[config.mk]
export PLATFORM = sky130hd
export DESIGN_NAME = rpn_ctrl
export DESIGN_NICKNAME = d
export VERILOG_FILES = /design/src/rtl/rpn_pkg.sv /design/src/rtl/rpn_alu.sv /design/src/rtl/rpn_ctrl.sv
export SDC_FILE = /design/constraint.sdc
export NUM_CORES = 1
export LEC_CHECK = 0
export ABC_AREA = 1
export BUFFER_PORTS_ARGS = -buffer_cell sky130_fd_sc_hd__clkbuf_2
export CELL_PAD_IN_SITES_DETAIL_PLACEMENT = 1
export CELL_PAD_IN_SITES_GLOBAL_PLACEMENT = 2
export CORE_AREA = 2 2 107 135
export CTS_CLUSTER_DIAMETER = 200
export CTS_CLUSTER_SIZE = 28
export DETAILED_ROUTE_END_ITERATION = 16
export DIE_AREA = 0 0 109 137
export GPL_TIMING_DRIVEN = 0
export PLACE_DENSITY = 0.76
export SLEW_MARGIN = 20
export SYNTH_ARGS = -nofsm -noshare
export SYNTH_HDL_FRONTEND = slang
export SYNTH_HIERARCHICAL = 1
export SYNTH_SLANG_ARGS = --single-unit
export TNS_END_PERCENT = 1
[constraint.sdc]
create_clock -name clk -period 4.9 [get_ports clk]
set_clock_uncertainty 0.2 [all_clocks]
set_input_delay 0.735 -clock clk [delete_from_list [all_inputs] [get_ports clk]]
set_output_delay 0.735 -clock clk [all_outputs]
set_load 0.005 [all_outputs]
[src/rtl/rpn_pkg.sv]
// Shared types and constants for the RPN evaluator.
package rpn_pkg;

   typedef enum logic [3:0] {
      OP_ADD  = 4'd0,
      OP_SUB  = 4'd1,
      OP_MUL  = 4'd2,
      OP_AND  = 4'd3,
      OP_OR   = 4'd4,
      OP_XOR  = 4'd5,
      OP_DUP  = 4'd6,
      OP_DROP = 4'd7,
      OP_EMIT = 4'd8,
      OP_CLR  = 4'd9
   } opcode_t;

   typedef enum logic [2:0] {
      IDLE  = 3'd0,
      EXEC  = 3'd1,
      BIN2  = 3'd2,
      OUT   = 3'd3,
      ERR   = 3'd4,
      DRAIN = 3'd5
   } state_t;

   localparam logic [3:0] ERR_UNF = 4'd1;
   localparam logic [3:0] ERR_OVF = 4'd2;
   localparam logic [3:0] ERR_ILL = 4'd3;

endpackage

[src/rtl/rpn_alu.sv]
// Combinational ALU for the binary RPN opcodes; results wrap modulo 2^DW.
module rpn_alu
   import rpn_pkg::*;
#(
   parameter int DW = 8
) (
   input  opcode_t         op,
   input  logic [DW-1:0]   a,
   input  logic [DW-1:0]   b,
   output logic [DW-1:0]   y
);

   // Select the result of A op B; non-ALU opcodes give zero.
   always_comb begin
      y = '0;
      case (op)
         OP_ADD:  y = a + b;
         OP_SUB:  y = a - b;
         OP_MUL:  y = a * b;
         OP_AND:  y = a & b;
         OP_OR:   y = a | b;
         OP_XOR:  y = a ^ b;
         default: y = '0;
      endcase
   end

endmodule

[src/rtl/rpn_ctrl.sv]
// RPN evaluator driving an external LIFO stack.
//
// state | meaning
// IDLE  | waiting for a token
// EXEC  | execute the registered token against the stack
// BIN2  | second operand fetch for a binary op, write back result
// OUT   | holding a result or error report until accepted
// ERR   | error latched; tokens discarded until CLR
// DRAIN | popping the stack until empty
module rpn_ctrl
   import rpn_pkg::*;
#(
   parameter int DW = 8
) (
   input  logic            clk,
   input  logic            rst,
   input  logic            i_tok_valid,
   output logic            o_tok_ready,
   input  logic            i_tok_is_op,
   input  logic [DW-1:0]   i_tok_data,
   output logic            o_res_valid,
   input  logic            i_res_ready,
   output logic [DW-1:0]   o_res_data,
   output logic            o_res_err,
   output logic            o_stk_push_en,
   output logic [DW-1:0]   o_stk_push_data,
   input  logic            i_stk_full,
   output logic            o_stk_pop_en,
   input  logic [DW-1:0]   i_stk_pop_data,
   input  logic            i_stk_empty
);

   state_t          state;
   logic            tok_is_op;
   logic [DW-1:0]   tok_data;
   logic [DW-1:0]   b_ff;
   logic            err_pend;
   logic [DW-1:0]   alu_y;
   logic            err_now;
   logic [3:0]      err_code;
   opcode_t         opc;

   assign opc = opcode_t'(tok_data[3:0]);

   rpn_alu #(.DW(DW)) u_alu (
      .op (opc),
      .a  (i_stk_pop_data),
      .b  (b_ff),
      .y  (alu_y)
   );

   // Decode stack commands and error conditions from state and the held token.
   always_comb begin
      o_stk_push_en   = 1'b0;
      o_stk_pop_en    = 1'b0;
      o_stk_push_data = tok_data;
      err_now         = 1'b0;
      err_code        = 4'd0;
      case (state)
         EXEC: begin
            if (!tok_is_op) begin
               if (i_stk_full) begin
                  err_now  = 1'b1;
                  err_code = ERR_OVF;
               end else begin
                  o_stk_push_en = 1'b1;
               end
            end else begin
               case (opc)
                  OP_ADD, OP_SUB, OP_MUL, OP_AND, OP_OR, OP_XOR,
                  OP_DROP, OP_EMIT: begin
                     if (i_stk_empty) begin
                        err_now  = 1'b1;
                        err_code = ERR_UNF;
                     end else begin
                        o_stk_pop_en = 1'b1;
                     end
                  end
                  OP_DUP: begin
                     if (i_stk_empty) begin
                        err_now  = 1'b1;
                        err_code = ERR_UNF;
                     end else if (i_stk_full) begin
                        err_now  = 1'b1;
                        err_code = ERR_OVF;
                     end else begin
                        o_stk_push_en   = 1'b1;
                        o_stk_push_data = i_stk_pop_data;
                     end
                  end
                  OP_CLR: ;
                  default: begin
                     err_now  = 1'b1;
                     err_code = ERR_ILL;
                  end
               endcase
            end
         end
         BIN2: begin
            if (i_stk_empty) begin
               err_now  = 1'b1;
               err_code = ERR_UNF;
            end else begin
               // push+pop together replaces A with the result
               o_stk_push_en   = 1'b1;
               o_stk_pop_en    = 1'b1;
               o_stk_push_data = alu_y;
            end
         end
         DRAIN: o_stk_pop_en = !i_stk_empty;
         default: ;
      endcase
   end

   // Main FSM with registered handshake and result outputs.
   always_ff @(posedge clk) begin
      if (rst) begin
         state       <= IDLE;
         tok_is_op   <= 1'b0;
         tok_data    <= '0;
         b_ff        <= '0;
         err_pend    <= 1'b0;
         o_tok_ready <= 1'b1;
         o_res_valid <= 1'b0;
         o_res_data  <= '0;
         o_res_err   <= 1'b0;
      end else begin
         case (state)
            IDLE: begin
               if (i_tok_valid) begin
                  tok_is_op   <= i_tok_is_op;
                  tok_data    <= i_tok_data;
                  o_tok_ready <= 1'b0;
                  state       <= EXEC;
               end
            end
            EXEC, BIN2: begin
               if (err_now) begin
                  o_res_data  <= DW'(err_code);
                  o_res_err   <= 1'b1;
                  o_res_valid <= 1'b1;
                  err_pend    <= 1'b1;
                  state       <= OUT;
               end else if (state == BIN2 || !tok_is_op) begin
                  o_tok_ready <= 1'b1;
                  state       <= IDLE;
               end else begin
                  case (opc)
                     OP_ADD, OP_SUB, OP_MUL, OP_AND, OP_OR, OP_XOR: begin
                        b_ff  <= i_stk_pop_data;
                        state <= BIN2;
                     end
                     OP_EMIT: begin
                        o_res_data  <= i_stk_pop_data;
                        o_res_err   <= 1'b0;
                        o_res_valid <= 1'b1;
                        state       <= OUT;
                     end
                     OP_CLR:  state <= DRAIN;
                     default: begin
                        o_tok_ready <= 1'b1;
                        state       <= IDLE;
                     end
                  endcase
               end
            end
            OUT: begin
               if (i_res_ready) begin
                  o_res_valid <= 1'b0;
                  o_tok_ready <= 1'b1;
                  state       <= err_pend ? ERR : IDLE;
               end
            end
            ERR: begin
               if (i_tok_valid && i_tok_is_op && i_tok_data[3:0] == OP_CLR) begin
                  o_tok_ready <= 1'b0;
                  state       <= DRAIN;
               end
            end
            DRAIN: begin
               if (i_stk_empty) begin
                  err_pend    <= 1'b0;
                  o_tok_ready <= 1'b1;
                  state       <= IDLE;
               end
            end
            default: begin
               o_tok_ready <= 1'b1;
               state       <= IDLE;
            end
         endcase
      end
   end

endmodule
==> reports/results.tsv, run 1 <==
stage	metric	value	unit
layout	multi_input_area	2810	um^2
yosys	yosysMostFrequentCell	nand2_1	
floorplanning	initial_core_util	28.4	%
layout	fin_nets	742	
yosys	ys_async_sr_fraction	0	%
setup_path	worstPathArrival	4.07	ns
timing	holdWs	0.261	ns
global_routing	grt_max_degree	13	
timing	setup_violations	3	
layout	nFillCells	1806	
yosys	avgSynthCellArea	6.36	um^2
yosys	synth_ff_type	dfxtp_1	
global_routing	track_usage	18.6	%
pwr	ir_drop	146	uV
yosys	synth_edf_count	0	
pwr	p_per_area	227	nW/um^2
clock_network	cts_buffers	5	
timing	slew_headroom	56.0	%
yosys	syn_inst	609	
status	status	complete, but fails checks	
clock_network	cts_buffer_depth	2	
floorplanning	ios	44	
setup_path	cpLargestDelayFamily	adder cells	
layout	final_cells	842	
setup_path	reg2reg_depth	6	
yosys	ys_ff_latch	32	
placed_design	gp_congestion	0.794	
setup_path	cp_slowest_cell	fa_2	
setup_path	cp_max_fo	4	
global_routing	met2_usage	36.4	%
clock_network	h-tree-depth	2	
global_routing	grt_pass1_vias	4241	
global_routing	use_met3	1.62	%
detailed_routing	first_pass_iters	4	
detailed_routing	routedWlPerCell	15.7	um
timing	hold_viol_final	0	
placed_design	place_ws	-0.834	ns
floorplanning	die_h	137	um
yosys	synth-seq-area-share	16.5	%
timing	timing.final.ws_setup	-0.105	ns
layout	n_antenna_cell	0	
timing	rsz0062_at_grt	yes	
layout	final_layout_size_suffix_gt1_share	20.7	%
pwr	power_frac_clock	30.0	%
setup_path	crit_type	in -> out	
global_routing	grt_remaining_overflow	0	
placed_design	place_inst	827	
timing	tightest_slew	0.653	ns
global_routing	antenna_found_initial	0	
floorplanning	row_count	48	
run	cap_violations	0	
setup_path	required	3.96	ns
yosys	yosysUniqueCellTypes	41	
global_routing	top_usage_layer	met2	
floorplanning	die_area	14900	um^2
clock_network	clk_pin_slew	0.05	ns
timing	final_max_slew_viol_count	0	
status	violations	negative setup slack	
timing	fin_setup_tns	-0.217	ns
setup_path	cp_slowest_stage_delay	0.52	ns
timing	finalCritPeriodShare	102	%
detailed_routing	num_vias	4027	
clock_network	cts_root_buffer	clkbuf_16	
clock_network	cts_tree	done	
yosys	synth_top_cell_by_area	nand2_1	
yosys	synth-warning-count	6	
layout	seq_area	643	um^2
yosys	synth_area_leaders	nand2_1 17%, dfxtp_1 17%, ha_1 13%, inv_1 10%, fa_1 6.7%	
setup_path	start_kind	input pin	
pwr	p_switching	0.427	mW
pwr	p_int	0.646	mW
detailed_routing	via_per_inst	4.78	
timing	max_freq	200	MHz
pwr	seqPwrFrac	29.1	%
global_routing	grt_first_pass_wirelength	21.4	mm
clock_network	cts.sinks	32	
pwr	switching_share	39.8	%
setup_path	crit_buf_inv	6	
setup_path	cp_cell_sequence	clkbuf_16, nand2_4, fa_2, fa_1, inv_1, fa_1, inv_1, fa_2, inv_2, ha_4, nand2_2, nand2_1, a31oi_2, inv_1, nand3_2, nand3_2, nand2_2, nand3_2, o211ai_1, buf_2	
yosys	synth_area	3870	um^2
floorplanning	coreArea	13600	um^2
yosys	syn_nets	685	
yosys	yosysTopAreaCellShare	16.6	%
detailed_routing	drc_errors	0	
pwr	p_leak	2.43	nW
min_path	hold_depth	2	
timing	period_needed	5.01	ns
detailed_routing	final_antenna_net_count	0	
clock_network	insertion_delay	0.29	ns
detailed_routing	wl	13.2	mm
min_path	hp-class	reg -> reg	
placed_design	port_buffers	43	
global_routing	grt_use_met1	20.7	%
floorplanning	fp.dieW	109	um
yosys	synth_common_cells	171 x nand2_1, 105 x inv_1, 52 x nand3_1	
placed_design	hpwl	10.7	mm
detailed_routing	drt_iter0_markers	94	
layout	area_delta_synth_final	21.8	%
setup_path	cp-end-kind	output port	
pwr	power_frac_comb	40.9	%
setup_path	critical_path_depth	20	
==> final timing paths <==
path | from | slack, ns | endpoint
max | i_stk_pop_data[3] | -0.11 | o_stk_push_data[7]
min | o_res_valid | 0.26 | o_res_valid
max reg2reg | tok_data[1] | 2.80 | b_ff[4]
min reg2reg | o_res_valid | 0.26 | o_res_valid
==> flip-flops by register name, summed over array words and instances, names as in the netlist <==
| register | count |
|---|---|
| o_res_err | 1 |
| tok_data | 8 |
| o_tok_ready | 1 |
| o_res_data | 8 |
| b_ff | 8 |
| state | 3 |
| err_pend | 1 |
| tok_is_op | 1 |
| o_res_valid | 1 |
==> layout by cell type (no fill, tap or decap), types with 9 or more instances in the layout <==
cell type,synthesis,layout
a21oi_1,29,28
clkbuf_2,0,36
dfxtp_1,32,30
fa_1,13,9
ha_1,40,35
inv_1,105,99
inv_2,15,21
nand2_1,171,163
nand2_2,8,15
nand3_1,52,49
nor2_1,44,44
o211ai_1,10,10
o21ai_0,20,20
==> routing by layer <==
layer  vias to the layer above  wire length, um
met1                      1919             5490
met4                         0              269
met2                        56             7200
met5                         -                0
met3                        14              255
li1                       2038                -
==> final cells by class <==
class                   instances  share of cell area (%)
multi-input cells             444                    59.5
flip-flops and latches         32                    13.6
repair buffers                 50                    7.32
well taps                     175                    4.64
clock buffers                   7                    3.02
clock inverters                 1                   0.159
plain buffers                  12                    2.09
inverters                     121                    9.62
==> power groups by stage <==
| stage | sequential [mW] | clock (mW) | combinational, mW |
|---|---|---|---|
| 2_1_floorplan | 0.310 | 0 | 0.284 |
| 3_3_place_gp | 0.317 | 0 | 0.410 |
| 3_5_place_dp | 0.318 | 0 | 0.420 |
| 4_1_cts | 0.313 | 0.327 | 0.441 |
| 5_1_grt | 0.316 | 0.341 | 0.495 |
| 6_report | 0.313 | 0.322 | 0.439 |
==> stage by stage <==
step	utilization (%)	area [um^2]	total power, mW
detailed placement	31.6	4310	0.738
global placement	31.6	4310	0.727
finish	34.6	4720	1.07
CTS	34.4	4690	1.08
global route	34.6	4720	1.15
floorplan	-	3870	0.594
==> kinds of logic (layout without fill, tap and decap cells) <==
family,count (synthesis),count (layout),synth area share (%)
compound gates,78,78,12.3
xor+xnor,9,9,2.03
fa+ha+maj,53,53,19.6
buf+inv,133,191,14.3
flops,32,32,16.5
simple gates,304,304,35.2
==> worst reg2reg max path, delay by kind of cell (launching register included) <==
kind | cells | cell delay (ns)
buffers and inverters | 1 | 0.09
AO/OA/AOI/OAI | 2 | 0.70
AND/OR/NAND/NOR | 3 | 0.45
flip-flops | 1 | 0.60
==> repair_timing <==
item	4_1_cts	5_1_grt
hold buffers	0	0
endpoints found under the hold margin	0	0
setup endpoints to repair	4	4
gates resized for setup	39	9
setup buffers	7	0
pin swaps	18	5
(Power assumes the default switching activity.)
==> inputs of run 2 (changes only) <==
--- a/config.mk
+++ b/config.mk
@@ -10,6 +10,7 @@
 export CELL_PAD_IN_SITES_DETAIL_PLACEMENT = 1
 export CELL_PAD_IN_SITES_GLOBAL_PLACEMENT = 2
 export CORE_AREA = 2 2 107 135
+export CTS_BUF_LIST = sky130_fd_sc_hd__clkbuf_16
 export CTS_CLUSTER_DIAMETER = 200
 export CTS_CLUSTER_SIZE = 28
 export DETAILED_ROUTE_END_ITERATION = 16
==> reports/results.tsv, run 2 (synthesis gave the netlist of run 1 again) <==
stage	metric	value	unit
timing	final_max_slew_viol_count	0	
pwr	switching_share	40.4	%
clock_network	clk_pin_slew	0.05	ns
layout	final_layout_size_suffix_gt1_share	20.5	%
run	cap_violations	0	
setup_path	required	3.96	ns
detailed_routing	final_antenna_net_count	0	
floorplanning	initial_core_util	28.4	%
setup_path	cpLargestDelayFamily	adder cells	
global_routing	grt_first_pass_wirelength	21.4	mm
pwr	ir_drop	144	uV
detailed_routing	wl	13.2	mm
layout	final_cells	842	
global_routing	top_usage_layer	met2	
setup_path	cp_cell_sequence	clkbuf_16, nand2_4, fa_2, fa_1, inv_1, fa_1, inv_1, fa_2, inv_2, ha_4, nand2_2, nand2_1, a31oi_2, inv_1, nand3_2, nand3_2, nand2_2, nand3_2, o211ai_1, buf_2	
layout	layout_common_cells	163 x nand2_1, 100 x inv_1, 49 x nand3_1	
clock_network	cts_buffer_depth	2	
floorplanning	ios	44	
setup_path	r2r_setup_slack	2.80	ns
timing	finalCritPeriodShare	102	%
floorplanning	coreArea	13600	um^2
layout	fin_util	34.6	%
placed_design	hpwl	10.7	mm
timing	period_needed	5.01	ns
detailed_routing	first_pass_iters	4	
pwr	power_frac_clock	28.7	%
timing	fin_setup_tns	-0.218	ns
setup_path	cp-end-kind	output port	
clock_network	h-tree-depth	2	
layout	fin_nets	742	
global_routing	grt_use_met1	20.7	%
floorplanning	fp.dieW	109	um
clock_network	cts.sinks	32	
setup_path	worstPathArrival	4.07	ns
clock_network	cts_buffers	5	
placed_design	port_buffers	43	
pwr	seqPwrFrac	29.6	%
placed_design	gp_congestion	0.794	
timing	hold_viol_final	0	
timing	setup_violations	3	
layout	reg_top3	b_ff x8, o_res_data x8, tok_data x8	
setup_path	crit_buf_inv	6	
detailed_routing	routedWlPerCell	15.7	um
global_routing	track_usage	18.6	%
detailed_routing	via_per_inst	4.80	
layout	nFillCells	1806	
global_routing	use_met3	1.62	%
setup_path	cp_slowest_stage_delay	0.52	ns
global_routing	antenna_found_initial	0	
clock_network	holdBufCountCts	0	
pwr	p_int	0.628	mW
timing	holdWs	0.262	ns
setup_path	start_kind	input pin	
detailed_routing	drc_errors	0	
floorplanning	row_count	48	
timing	timing.final.ws_setup	-0.106	ns
pwr	p_per_area	224	nW/um^2
detailed_routing	drt_iter0_markers	94	
status	violations	negative setup slack	
layout	n_antenna_cell	0	
placed_design	place_inst	827	
floorplanning	die_area	14900	um^2
pwr	p_switching	0.426	mW
pwr	power	1.05	mW
timing	slew_headroom	56.0	%
layout	area_delta_synth_final	21.6	%
global_routing	met2_usage	36.4	%
floorplanning	die_h	137	um
global_routing	grt_pass1_vias	4241	
status	status	complete, but fails checks	
setup_path	cp_slowest_cell	fa_2	
timing	tightest_slew	0.653	ns
timing	rsz0062_at_grt	yes	
detailed_routing	num_vias	4041	
pwr	p_leak	2.42	nW
global_routing	grt_max_degree	13	
global_routing	grt_remaining_overflow	0	
min_path	hp-class	reg -> reg	
timing	max_freq	200	MHz
setup_path	cp_max_fo	4	
pwr	power_frac_comb	41.6	%
layout	final_common_cell	nand2_1	
setup_path	crit_type	in -> out	
clock_network	cts_root_buffer	clkbuf_16	
clock_network	cts_tree	done	
clock_network	insertion_delay	0.29	ns
## run 2: area by class of cell
class / count / area (um^2) / area share (%)
clock inverters: 3 / 15.0 / 0.319
repair buffers: 50 / 345 / 7.33
flip-flops and latches: 32 / 643 / 13.7
inverters: 121 / 454 / 9.64
multi-input cells: 444 / 2810 / 59.7
well taps: 175 / 219 / 4.65
clock buffers: 5 / 125 / 2.66
plain buffers: 12 / 98.8 / 2.10
## run 2: path summary, 6_finish.rpt
kind                     startpoint                 end  cells past startpoint
hold reg to reg         o_res_valid         o_res_valid                      2
setup reg to reg        tok_data[1]             b_ff[4]                      6
hold / removal          o_res_valid         o_res_valid                      2
setup / recovery  i_stk_pop_data[3]  o_stk_push_data[7]                     20
## run 2: per-layer routing
metal | vias up | share of wire [%] | wire (um)
met3 | 14 | 2.2 | 288
met5 | - | 0 | 0
li1 | 2039 | - | -
met4 | 0 | 2.0 | 269
met2 | 67 | 54 | 7200
met1 | 1921 | 41 | 5460
## run 2: metrics by stage
stage                     area (um^2)  worst slack [ns]
after floorplan                  3870            0.0479
after global placement           4310            -0.823
after detailed placement         4310            -0.834
after CTS                        4680            -0.174
after global routing             4710            -0.266
final                            4710            -0.106
## run 2: power by group through the flow
stage | sequential, mW | clock, mW | combinational (mW)
floorplan | 0.310 | 0 | 0.284
global placement | 0.317 | 0 | 0.410
detailed placement | 0.318 | 0 | 0.420
CTS | 0.313 | 0.310 | 0.441
global route | 0.316 | 0.323 | 0.495
finish | 0.313 | 0.303 | 0.439
## run 2: tightest hold or removal path, cell delays in order, from the launching register on
cell     delay (ns)
dfxtp_1        0.31
nand2_1        0.06
a21oi_1        0.05
## run 2: repair_timing
action | 4_1_cts | 5_1_grt
setup endpoints to repair | 4 | 4
setup buffers | 7 | 0
pin swaps | 18 | 5
resized for setup | 39 | 9
